<file path="src/rtl/alucontrol_mdu.sv">
// alucontrol_mdu
//   EX-stage ALU control decoder with an iterative unsigned multiply/divide
//   unit (MULTU / DIVU). The unit owns the HI/LO registers and selects them
//   onto the EX result mux for MFHI / MFLO.
//
//   Optional feature macro: ALUCTL_DIV_EN
//     defined   : DIVU runs through a restoring divider (lo=quotient, hi=remainder)
//     undefined : no divider; DIVU decodes as an unknown funct and never stalls
//
// Ports
//   clk, rst_n        clock, asynchronous active-low reset
//   aluop[1:0]        00 add, 01 sub, 1x decode funct
//   funct[5:0]        instruction funct field
//   valid             EX holds a valid instruction
//   flush             pipeline flush, aborts any MDU op in flight
//   srca, srcb        rs / rt operands
//   alucont[2:0]      ALU control (combinational)
//   res_sel[1:0]      EX result select: 00 ALU, 01 HI, 10 LO
//   stall             hold EX and earlier stages
//   hi, lo            HI / LO registers
//
// state  | meaning
// -------+----------------------------------------------------------
// IDLE   | no operation in flight, waiting for MULTU / DIVU
// MUL    | shift-add multiply, one multiplier bit per cycle
// DIV    | restoring divide, one quotient bit per cycle (ALUCTL_DIV_EN)
// DONE   | copy accumulator into hi/lo; instruction retires this cycle

module alucontrol_mdu #(
   parameter int WIDTH = 32
) (
   input  logic             clk,
   input  logic             rst_n,
   input  logic [1:0]       aluop,
   input  logic [5:0]       funct,
   input  logic             valid,
   input  logic             flush,
   input  logic [WIDTH-1:0] srca,
   input  logic [WIDTH-1:0] srcb,
   output logic [2:0]       alucont,
   output logic [1:0]       res_sel,
   output logic             stall,
   output logic [WIDTH-1:0] hi,
   output logic [WIDTH-1:0] lo
);

   localparam int CNT_W = $clog2(WIDTH + 1);
   localparam logic [CNT_W-1:0] LAST_ITER = CNT_W'(WIDTH - 1);

   localparam logic [5:0] F_ADD   = 6'b100000;
   localparam logic [5:0] F_SUB   = 6'b100010;
   localparam logic [5:0] F_AND   = 6'b100100;
   localparam logic [5:0] F_OR    = 6'b100101;
   localparam logic [5:0] F_SLT   = 6'b101010;
   localparam logic [5:0] F_MULTU = 6'b011001;
   localparam logic [5:0] F_DIVU  = 6'b011011;
   localparam logic [5:0] F_MFHI  = 6'b010000;
   localparam logic [5:0] F_MFLO  = 6'b010010;

   typedef enum logic [1:0] {
      S_IDLE = 2'd0,
      S_MUL  = 2'd1,
      S_DONE = 2'd2
`ifdef ALUCTL_DIV_EN
      ,
      S_DIV  = 2'd3
`endif
   } state_t;

   state_t             state_q, state_d;
   logic [CNT_W-1:0]   count_q, count_d;
   // Shared accumulator: {partial product, multiplier} for MUL,
   // {remainder, dividend/quotient} for DIV. Upper half ends as hi, lower as lo.
   logic [2*WIDTH-1:0] acc_q, acc_d;
   // Multiplicand for MUL, divisor for DIV.
   logic [WIDTH-1:0]   opnd_q, opnd_d;
   logic [WIDTH-1:0]   hi_q, hi_d;
   logic [WIDTH-1:0]   lo_q, lo_d;

   logic               is_multu;
   logic               is_divu;
   logic               start;
   logic               busy;
   logic [WIDTH:0]     mul_sum;
   logic [2*WIDTH-1:0] mul_next;
`ifdef ALUCTL_DIV_EN
   logic [WIDTH:0]     div_shift;
   logic [WIDTH:0]     div_diff;
   logic [2*WIDTH-1:0] div_next;
`endif

   // ALU control decode
   always_comb begin
      alucont = 3'b101;
      if (!aluop[1]) begin
         alucont = aluop[0] ? 3'b110 : 3'b010;
      end else begin
         unique case (funct)
            F_ADD:   alucont = 3'b010;
            F_SUB:   alucont = 3'b110;
            F_AND:   alucont = 3'b000;
            F_OR:    alucont = 3'b001;
            F_SLT:   alucont = 3'b111;
            F_MULTU: alucont = 3'b010;
`ifdef ALUCTL_DIV_EN
            F_DIVU:  alucont = 3'b010;
`endif
            default: alucont = 3'b101;
         endcase
      end
   end

   always_comb begin
      res_sel = 2'b00;
      if (aluop[1] && funct == F_MFHI) res_sel = 2'b01;
      if (aluop[1] && funct == F_MFLO) res_sel = 2'b10;
   end

   always_comb begin
      is_multu = aluop[1] & (funct == F_MULTU);
`ifdef ALUCTL_DIV_EN
      is_divu  = aluop[1] & (funct == F_DIVU);
      busy     = (state_q == S_MUL) | (state_q == S_DIV);
`else
      is_divu  = 1'b0;
      busy     = (state_q == S_MUL);
`endif
      // rst_n gating keeps stall low while reset is held with a valid MDU op in EX.
      start = rst_n & valid & (is_multu | is_divu) & (state_q == S_IDLE) & ~flush;
      stall = start | (busy & ~flush);
   end

   // Datapath step functions
   always_comb begin
      // Add the multiplicand to the upper half when the current multiplier
      // bit is set, then shift the whole accumulator right by one.
      mul_sum  = {1'b0, acc_q[2*WIDTH-1:WIDTH]} + (acc_q[0] ? {1'b0, opnd_q} : '0);
      mul_next = {mul_sum, acc_q[WIDTH-1:1]};
`ifdef ALUCTL_DIV_EN
      // Shift the next dividend bit into the remainder, subtract when it fits.
      // A zero divisor always "fits", yielding all-ones quotient and the
      // dividend as remainder without special-casing.
      div_shift = {acc_q[2*WIDTH-1:WIDTH], acc_q[WIDTH-1]};
      div_diff  = div_shift - {1'b0, opnd_q};
      if (div_shift >= {1'b0, opnd_q}) begin
         div_next = {div_diff[WIDTH-1:0], acc_q[WIDTH-2:0], 1'b1};
      end else begin
         div_next = {div_shift[WIDTH-1:0], acc_q[WIDTH-2:0], 1'b0};
      end
`endif
   end

   // Next-state logic
   always_comb begin
      state_d = state_q;
      count_d = count_q;
      acc_d   = acc_q;
      opnd_d  = opnd_q;
      hi_d    = hi_q;
      lo_d    = lo_q;
      unique case (state_q)
         S_IDLE: begin
            if (start) begin
               count_d = '0;
               if (is_multu) begin
                  state_d = S_MUL;
                  acc_d   = {{WIDTH{1'b0}}, srcb};
                  opnd_d  = srca;
               end
`ifdef ALUCTL_DIV_EN
               else begin
                  state_d = S_DIV;
                  acc_d   = {{WIDTH{1'b0}}, srca};
                  opnd_d  = srcb;
               end
`endif
            end
         end
         S_MUL: begin
            acc_d   = mul_next;
            count_d = count_q + CNT_W'(1);
            if (count_q == LAST_ITER) state_d = S_DONE;
         end
`ifdef ALUCTL_DIV_EN
         S_DIV: begin
            acc_d   = div_next;
            count_d = count_q + CNT_W'(1);
            if (count_q == LAST_ITER) state_d = S_DONE;
         end
`endif
         S_DONE: begin
            hi_d    = acc_q[2*WIDTH-1:WIDTH];
            lo_d    = acc_q[WIDTH-1:0];
            state_d = S_IDLE;
         end
         default: state_d = S_IDLE;
      endcase
      if (flush) begin
         state_d = S_IDLE;
         hi_d    = hi_q;
         lo_d    = lo_q;
      end
   end

   always_ff @(posedge clk or negedge rst_n) begin
      if (!rst_n) begin
         state_q <= S_IDLE;
         count_q <= '0;
         acc_q   <= '0;
         opnd_q  <= '0;
         hi_q    <= '0;
         lo_q    <= '0;
      end else begin
         state_q <= state_d;
         count_q <= count_d;
         acc_q   <= acc_d;
         opnd_q  <= opnd_d;
         hi_q    <= hi_d;
         lo_q    <= lo_d;
      end
   end

   assign hi = hi_q;
   assign lo = lo_q;

endmodule

</file>
<file path="config.mk">
export PLATFORM = sky130hd
export DESIGN_NAME = alucontrol_mdu
export DESIGN_NICKNAME = d
export VERILOG_FILES = /design/src/rtl/alucontrol_mdu.sv
export SDC_FILE = /design/constraint.sdc
export NUM_CORES = 1
export LEC_CHECK = 0
export BUFFER_PORTS_ARGS = -buffer_cell sky130_fd_sc_hd__buf_4
export CAP_MARGIN = 25
export CELL_PAD_IN_SITES_DETAIL_PLACEMENT = 0
export CELL_PAD_IN_SITES_GLOBAL_PLACEMENT = 1
export CORE_MARGIN = 2
export CORE_UTILIZATION = 48
export CTS_BUF_LIST = sky130_fd_sc_hd__clkbuf_16
export DETAILED_ROUTE_END_ITERATION = 10
export HOLD_SLACK_MARGIN = 0.15
export PLACE_DENSITY = 0.88
export SETUP_SLACK_MARGIN = 0.2
export SLEW_MARGIN = 25
export SYNTH_ARGS = -nofsm -noshare
export SYNTH_HDL_FRONTEND = slang
export SYNTH_SLANG_ARGS = --single-unit
</file>
<file path="constraint.sdc">
create_clock -name clk -period 8.5 [get_ports clk]
set_clock_uncertainty 0.2 [all_clocks]
set_input_delay 2.125 -clock clk [delete_from_list [all_inputs] [get_ports clk]]
set_output_delay 2.125 -clock clk [all_outputs]
set_load 0.01 [all_outputs]
</file>
# After elaboration in Yosys (flattened, before gate mapping)
# Index checks and enable logic that the tools add are counted.
# Widths: inputs -> output; s select.
# totals
reg_bits,168
output_inout_bits,70
# op_classes
addsub,2
n_eq_ne,16
muxes,16
n_bitwise,8
n_reduce_logical,10
# ops
cell,count
$mux 64,2
$pmux 64 s2,1
$add 32x32->33,1
$mux 32,1
$eq 6x6->1 const B,5
$eq 6x5->1 const B,4
$pmux 3 s5,1
$pmux 6 s2,1
$mux 2,5
$reduce_and 3->1,3
$add 6x1->6 const B,1
$and 1x1->1,6
$mux 3,2
$mux 6,1
$ne 3x3->1 const B,2
$ne 2x2->1 const B,2
$pmux 2 s2,1
$reduce_and 2->1,2
$ne 3x2->1 const B,1
$eq 2x1->1 const B,1
$eq 2x2->1 const B,1
$logic_and 1x1->1,2
$logic_not 2->1,1
$reduce_bool 2->1,1
4 further kinds,4

# Logic depth before layout (Yosys ltp)
# Gate-level depths: netlist of the first run.
# logic_depth
depth_word,8
depth_mapped,11
depth_no_buf,11

# Least setup slack after synthesis of the first run
# Ideal clock, no wire load.
# synth_path
path_type,input -> output
start,input port funct[4]
end,output port stall
arrival_ns,3.549
t_required_ns,6.175
slack_ns,2.626
cell_stages,7
n_path_buf,3
path_cell_list,nor2b_1 > nand3_1 > or4_1 > buf_2 > buf_6 > clkbuf_1 > o21ai_0
# synth_between
elab_chain_len,6
# synth_rtl
element,line_no,text
from (decl),35,"input logic [5:0] funct,"
$eq 6x5->1,120,is_multu = aluop[1] & (funct == F_MULTU);
$and 1x1->1,120,
$and 1x1->1 (3 in series),129,start = rst_n & valid & (is_multu | is_divu) & (state_q == S_IDLE) & ~flush;
$or 1x1->1,130,stall = start | (busy & ~flush);
to (decl),42,"output logic stall,"
# No other way between the ends.

# Final worst setup path of the first run
# layout_path
start,input port funct[5]
end,output port stall
# Same word-level chain as after synthesis.

==> results of run 1 <==
layout by cell type, fill, tap and decap left out, types with 3 or more instances in the layout:
| cell type | count |
|---|---|
| a211oi_1 | 3 |
| and2_1 | 34 |
| and3_1 | 6 |
| a31oi_1 | 6 |
| a21o_1 | 7 |
| nor2b_1 | 4 |
| a21oi_1 | 36 |
| nor2_1 | 24 |
| inv_8 | 4 |
| o21ai_0 | 91 |
| nand4_1 | 5 |
| dfrtp_1 | 168 |
| o211ai_1 | 7 |
| xnor2_1 | 10 |
| o31ai_1 | 6 |
| mux2_2 | 96 |
| nand2b_1 | 8 |
| a32o_1 | 5 |
| mux2i_1 | 34 |
| xor2_1 | 11 |
| clkbuf_16 | 17 |
| nand3_1 | 26 |
| inv_6 | 3 |
| or3_1 | 6 |
| a211o_1 | 3 |
| inv_1 | 12 |
| ha_1 | 33 |
| clkinv_8 | 6 |
| o21a_1 | 7 |
| buf_4 | 149 |
| o21ai_1 | 3 |
| nand2_1 | 75 |
| nor3b_1 | 4 |
per-layer routing:
metal | global-route usage | vias up | part of all wire | wire, um
met2 | 0.353 | 151 | 0.49 | 9710
met5 | 0 | - | 0 | 0
met1 | 0.274 | 3167 | 0.44 | 8730
li1 | - | 3170 | - | -
met4 | 0.0728 | 0 | 0.019 | 374
met3 | 0.0549 | 19 | 0.050 | 999
synth_stat cells (2+ instances only):
master	n
clkbuf_1	31
mux2i_1	34
a21boi_0	2
o21a_1	7
a21oi_2	2
nor2_1	24
o21ai_0	91
or4_1	2
a21o_1	7
buf_6	3
a211oi_1	3
a21oi_1	36
nor2b_1	5
and2_1	36
or3_1	6
ha_1	33
xor2_1	11
nor3b_1	4
xnor2_1	10
dfrtp_1	168
buf_1	2
a22oi_1	2
nand2b_1	8
o211ai_1	7
a31o_2	2
buf_2	10
a31oi_1	6
nand4_1	5
nand3_1	26
mux2_2	96
o21ai_1	3
and3_1	6
inv_1	12
o31ai_1	6
nand2_1	75
a32o_1	5
a211o_1	3
flip-flops by register name, summed over array words and instances (netlist names):
register and count:
state_q 2, opnd_q 32, lo 32, hi 32, count_q 6, acc_q 64
stage by stage:
stage,area [sq um],util,worst slack [ns]
floorplan,8710,-,2.63
global route,10600,0.591,2.52
global placement,9940,0.555,2.62
detailed placement,9940,0.555,2.61
finish,10600,0.591,2.60
CTS,10600,0.591,2.61
worst reg2reg max path: cells and delay by family, from the launching register on:
kind            cells  cell delay, ns
compound gates      6            1.57
simple gates        2            0.41
buf+inv             1            0.06
fa+ha+maj           2            0.60
flops               1            0.97
final cells by class:
type                    instances  area, sq um
fillers                      1540         7320
multi-input cells             586         4270
flip-flops and latches        168         4200
repair buffers                151         1140
clock buffers                  17          425
well taps                     229          287
clock inverters                15          206
inverters                      12         45.0
cell families (layout without fill, tap and decap cells):
group           after synthesis  in the layout  synth area share
mux                         130            130             0.163
simple gates                205            205             0.118
compound gates              196            196             0.137
buf+inv                      58            195            0.0290
flops                       168            168             0.482
xor+xnor                     21             21            0.0211
fa+ha+maj                    34             34            0.0497
how the worst max path moves through the flow:
| stage | startpoint | endpoint | slack (ns) | depth (start not counted) |
|---|---|---|---|---|
| 3_3_place_gp | funct[1] | stall | 2.62 | 6 |
| 5_1_grt | funct[5] | stall | 2.52 | 6 |
| 6_report | funct[5] | stall | 2.60 | 6 |
| 2_1_floorplan | funct[4] | stall | 2.63 | 7 |
| 3_5_place_dp | funct[5] | stall | 2.61 | 6 |
| 4_1_cts | funct[5] | stall | 2.61 | 6 |
power by group through the flow:
stage	sequential (mW)	combinational [mW]	clock, mW
final	0.917	0.243	0.803
after global routing	0.928	0.276	0.862
after CTS	0.918	0.245	0.822
after detailed placement	0.933	0.243	0
after global placement	0.931	0.237	0
after floorplan	0.910	0.165	0
==> flow_summary.json, run 1 <==
{
  "status": "completed",
  "leakagePower_nw": 5.34,
  "overflow": 0,
  "htree_levels": 4,
  "via_per_inst": 5.52,
  "ctsResizeCount": 0,
  "ioPinCount": 146,
  "path_common_cell": "buf_4",
  "reg2regPathDepth": 11,
  "ys_warn_count": 0,
  "die_h_um": 139,
  "rr_startpoint": "acc_q[0]",
  "grt_start_max_net_pins": 81,
  "grt_pass1_wl_um": 33000,
  "insertedDiodeCount": 0,
  "grt_pass1_vias": 6564,
  "hold_buffers": 0,
  "drive_gt1_frac": 0.307,
  "regToRegEndpoint": "acc_q[55]",
  "synth_flop_cell": "dfrtp_1",
  "max_cap_viol_count": 0,
  "dp_cells": 1146,
  "synth_cell_type_count": 60,
  "num-nets-final": 1046,
  "cts_setup_buffers": 0,
  "drt-pass1-iter-count": 5,
  "worst_pin_slew_ns": 0.957,
  "drt_iter0_markers": 463,
  "maxSlewViolCount": 0,
  "tns_ns": 0,
  "synthArstFlopShare": 1.00,
  "synth_top_area_share": 0.482,
  "num_vias": 6507,
  "path_class": "in -> out",
  "ir_drop_uv": 168,
  "ant_nets": 0,
  "io_buffers": 145,
  "antenna_found_initial": 0,
  "min_period_over_period": 0.694,
  "dp_hpwl_um": 13600,
  "dieArea_sq_um": 19200,
  "cp.required_ns": 6.18,
  "crit_family": "simple AND/OR/NAND/NOR gates",
  "syn_inst": 812,
  "wl_per_cell_um": 16.8,
  "num_rows": 49,
  "slew_headroom": 0.362,
  "p_comb_frac": 0.124,
  "syn-num-nets": 922,
  "syn_area_sq_um": 8710,
  "hp-class": "reg -> reg",
  "setup_viol": 0,
  "holdPathStages": 1,
  "syn_avg_cell_area_sq_um": 10.7,
  "max_freq_ghz": 0.169,
  "power.share.sequential": 0.467,
  "p_sw_frac": 0.287,
  "startpoint_type": "input port",
  "clk_path_buf_depth": 2,
  "numCtsBuffers": 17,
  "hold_path_startpoint": "count_q[5]",
  "final_cells": 1178,
  "yosys.area.top_type": "dfrtp_1",
  "clock-sinks": 168,
  "gp_congestion": 0.825,
  "synth_seq_cells": 168,
  "drc": 0,
  "clkTransAtPathRegs_ns": 0.07,
  "die_x_um": 139,
  "ys_seq_area_frac": 0.482,
  "hold_violations": 0,
  "cts_tree": "yes",
  "internal-power_mw": 1.40,
  "timing.hold.ws_ns": 0.293,
  "floorplan.initialDensity": 0.487,
  "cpPeakStageDelay_ns": 0.70,
  "critPathBufInv": 2,
  "path_cells": "buf_4 > nor2b_1 > nand3_1 > or4_4 > o21ai_0 > buf_4",
  "cts-root-buf": "clkbuf_16",
  "crit_arrival_ns": 3.58,
  "worstHoldEndpoint": "count_q[5]",
  "p_total_mw": 1.96,
  "routed_wl_um": 19800,
  "slowest_stage": "or4_4",
  "power.density_nw_per_um2": 186,
  "clock_latency_ns": 0.44,
  "core_area_sq_um": 17900,
  "area_growth_pct": 21.4,
  "synth-edff-count": 0,
  "cp_max_fo": 18,
  "rsz0062_at_grt": "no",
  "synth_area_leaders": "dfrtp_1 (48%), mux2_2 (12%), o21ai_0 (5.2%), ha_1 (4.7%), mux2i_1 (3.9%)",
  "track_usage": 0.213,
  "p_sw_mw": 0.563,
  "end_kind": "output pin",
  "worst-r2r-setup-slack_ns": 4.58,
  "post-route-min-period_ns": 5.90,
  "p_clk_frac": 0.409
}
(Power assumes the default switching activity.)
==> run 2: changes to the inputs <==
--- a/config.mk
+++ b/config.mk
@@ -10,11 +10,11 @@
 export CELL_PAD_IN_SITES_DETAIL_PLACEMENT = 0
 export CELL_PAD_IN_SITES_GLOBAL_PLACEMENT = 1
 export CORE_MARGIN = 2
-export CORE_UTILIZATION = 48
+export CORE_UTILIZATION = 40
 export CTS_BUF_LIST = sky130_fd_sc_hd__clkbuf_16
 export DETAILED_ROUTE_END_ITERATION = 10
 export HOLD_SLACK_MARGIN = 0.15
-export PLACE_DENSITY = 0.88
+export PLACE_DENSITY = 0.78
 export SETUP_SLACK_MARGIN = 0.2
 export SLEW_MARGIN = 25
 export SYNTH_ARGS = -nofsm -noshare
==> constraint.sdc (replaced) <==
create_clock -name clk -period 5.2 [get_ports clk]
set_clock_uncertainty 0.2 [all_clocks]
set_input_delay 1.3 -clock clk [delete_from_list [all_inputs] [get_ports clk]]
set_output_delay 1.3 -clock clk [all_outputs]
set_load 0.01 [all_outputs]
==> run 2 against run 1 <==
Effect of this change:
- global-route usage decreased by 2.3 points
- sequential share of layout area down 0.37 points
- wire length up 4.7%
- register-to-register slack got worse by 2.9 ns
- critical path depth unchanged
- clock power grew 64%
- first-iteration DRC count is 35% lower
- final cell count increased by 4.2%
- non-clock buffer count up 4
- flip-flop and latch count unchanged
==> flow_summary.json, run 2 (synthesis gave the netlist of run 1 again) <==
{
  "status": "completed",
  "numCtsBuffers": 17,
  "slowest_stage": "or4_4",
  "design_area_sq_um": 10700,
  "io_buffers": 145,
  "cp.required_ns": 3.70,
  "regMostFlops": "acc_q",
  "cpPeakStageDelay_ns": 0.55,
  "hp-class": "reg -> reg",
  "die_x_um": 152,
  "leakagePower_nw": 5.36,
  "clkTransAtPathRegs_ns": 0.07,
  "dp_slack_ns": 1.14,
  "insertedDiodeCount": 0,
  "overflow": 0,
  "antenna_found_initial": 0,
  "fillCellCount": 1993,
  "crit_cells": 6,
  "area_growth_pct": 22.6,
  "layout_common_cells": "dfrtp_1 (168), buf_4 (153), mux2_2 (96)",
  "grt_start_max_net_pins": 81,
  "worst_pin_slew_ns": 0.846,
  "path_cells": "buf_4 > nor2b_1 > nand3_1 > or4_4 > o21ai_0 > buf_4",
  "clock_latency_ns": 0.44,
  "drive_gt1_frac": 0.308,
  "grt_pass1_wl_um": 34300,
  "hold_violations": 0,
  "max_freq_ghz": 0.246,
  "rsz0062_at_grt": "no",
  "multi_input_area_sq_um": 4270,
  "ant_nets": 0,
  "die_h_um": 152,
  "slew_headroom": 0.436,
  "cts_tree": "yes",
  "end_kind": "output pin",
  "ir_drop_uv": 189,
  "reg2regPathDepth": 11,
  "drc": 0,
  "crit_arrival_ns": 2.56,
  "clock-sinks": 168,
  "clk_path_buf_depth": 2,
  "final_common_cell": "dfrtp_1",
  "floorplan.initialDensity": 0.411,
  "path_class": "in -> out",
  "cts_setup_buffers": 0,
  "dp_hpwl_um": 14600,
  "final_cells": 1228,
  "dieArea_sq_um": 23000,
  "dp_cells": 1196,
  "post-route-min-period_ns": 4.06,
  "startpoint_type": "input port",
  "power.density_nw_per_um2": 302,
  "max_cap_viol_count": 0,
  "seq_area_sq_um": 4200,
  "maxSlewViolCount": 0,
  "num-nets-final": 1050,
  "via_per_inst": 5.28,
  "wl_per_cell_um": 16.9,
  "crit_family": "simple AND/OR/NAND/NOR gates",
  "ctsResizeCount": 0,
  "grt_pass1_vias": 6633,
  "worst_slack_ns": 1.14,
  "core_area_sq_um": 21200,
  "min_period_over_period": 0.781,
  "setup_viol": 0,
  "num_vias": 6481,
  "largest_reg_flops": 64,
  "tns_ns": 0,
  "hold_buffers": 0,
  "place_area_sq_um": 10000,
  "gp_congestion": 0.815,
  "cp_max_fo": 3,
  "p_total_mw": 3.22,
  "cts-root-buf": "clkbuf_16",
  "drt-pass1-iter-count": 6,
  "path_common_cell": "buf_4",
  "critPathBufInv": 2,
  "num_rows": 53,
  "track_usage": 0.190,
  "htree_levels": 4,
  "holdPathStages": 1,
  "routed_wl_um": 20700,
  "ioPinCount": 146,
  "drt_iter0_markers": 302
}
==> run 2: path summary, 6_finish.rpt <==
| path | from | end | slack [ns] |
|---|---|---|---|
| hold reg to reg | count_q[5] | count_q[5] | 0.29 |
| setup / recovery | funct[5] | stall | 1.14 |
| hold / removal | count_q[5] | count_q[5] | 0.29 |
| setup reg to reg | acc_q[0] | acc_q[55] | 1.68 |
| max in group asynchronous | rst_n | acc_q[12] | 2.78 |
| min in group asynchronous | rst_n | acc_q[47] | 0.54 |
==> run 2: layer usage <==
| layer | part of all wire | global-route usage | vias to the layer above |
|---|---|---|---|
| met5 | 0 | 0 | - |
| met4 | 0.014 | 0.0602 | 0 |
| met3 | 0.044 | 0.0419 | 25 |
| met2 | 0.48 | 0.308 | 135 |
| met1 | 0.46 | 0.254 | 3135 |
| li1 | - | - | 3186 |
==> run 2: where the power goes <==
group	leakage (nW)	switching, mW	total, mW	internal [mW]
clock network	0.305	0.655	1.32	0.666
registers	2.18	0.0913	1.50	1.41
logic	2.87	0.218	0.403	0.184
==> run 2: metrics by stage <==
stage / utilization / hold WS (ns)
3_3_place_gp: 0.473 / 0.276
5_1_grt: 0.503 / 0.319
3_5_place_dp: 0.473 / 0.287
2_1_floorplan: - / 0.252
4_1_cts: 0.503 / 0.299
6_report: 0.503 / 0.292
==> run 2: final cells by class <==
type                            instances  share of cell area
Multi-Input combinational cell        586               0.400
Sequential cell                       168               0.394
Timing Repair Buffer                  155               0.110
Clock buffer                           17              0.0398
Tap cell                              275              0.0322
Clock inverter                         15              0.0198
Inverter                               12             0.00422
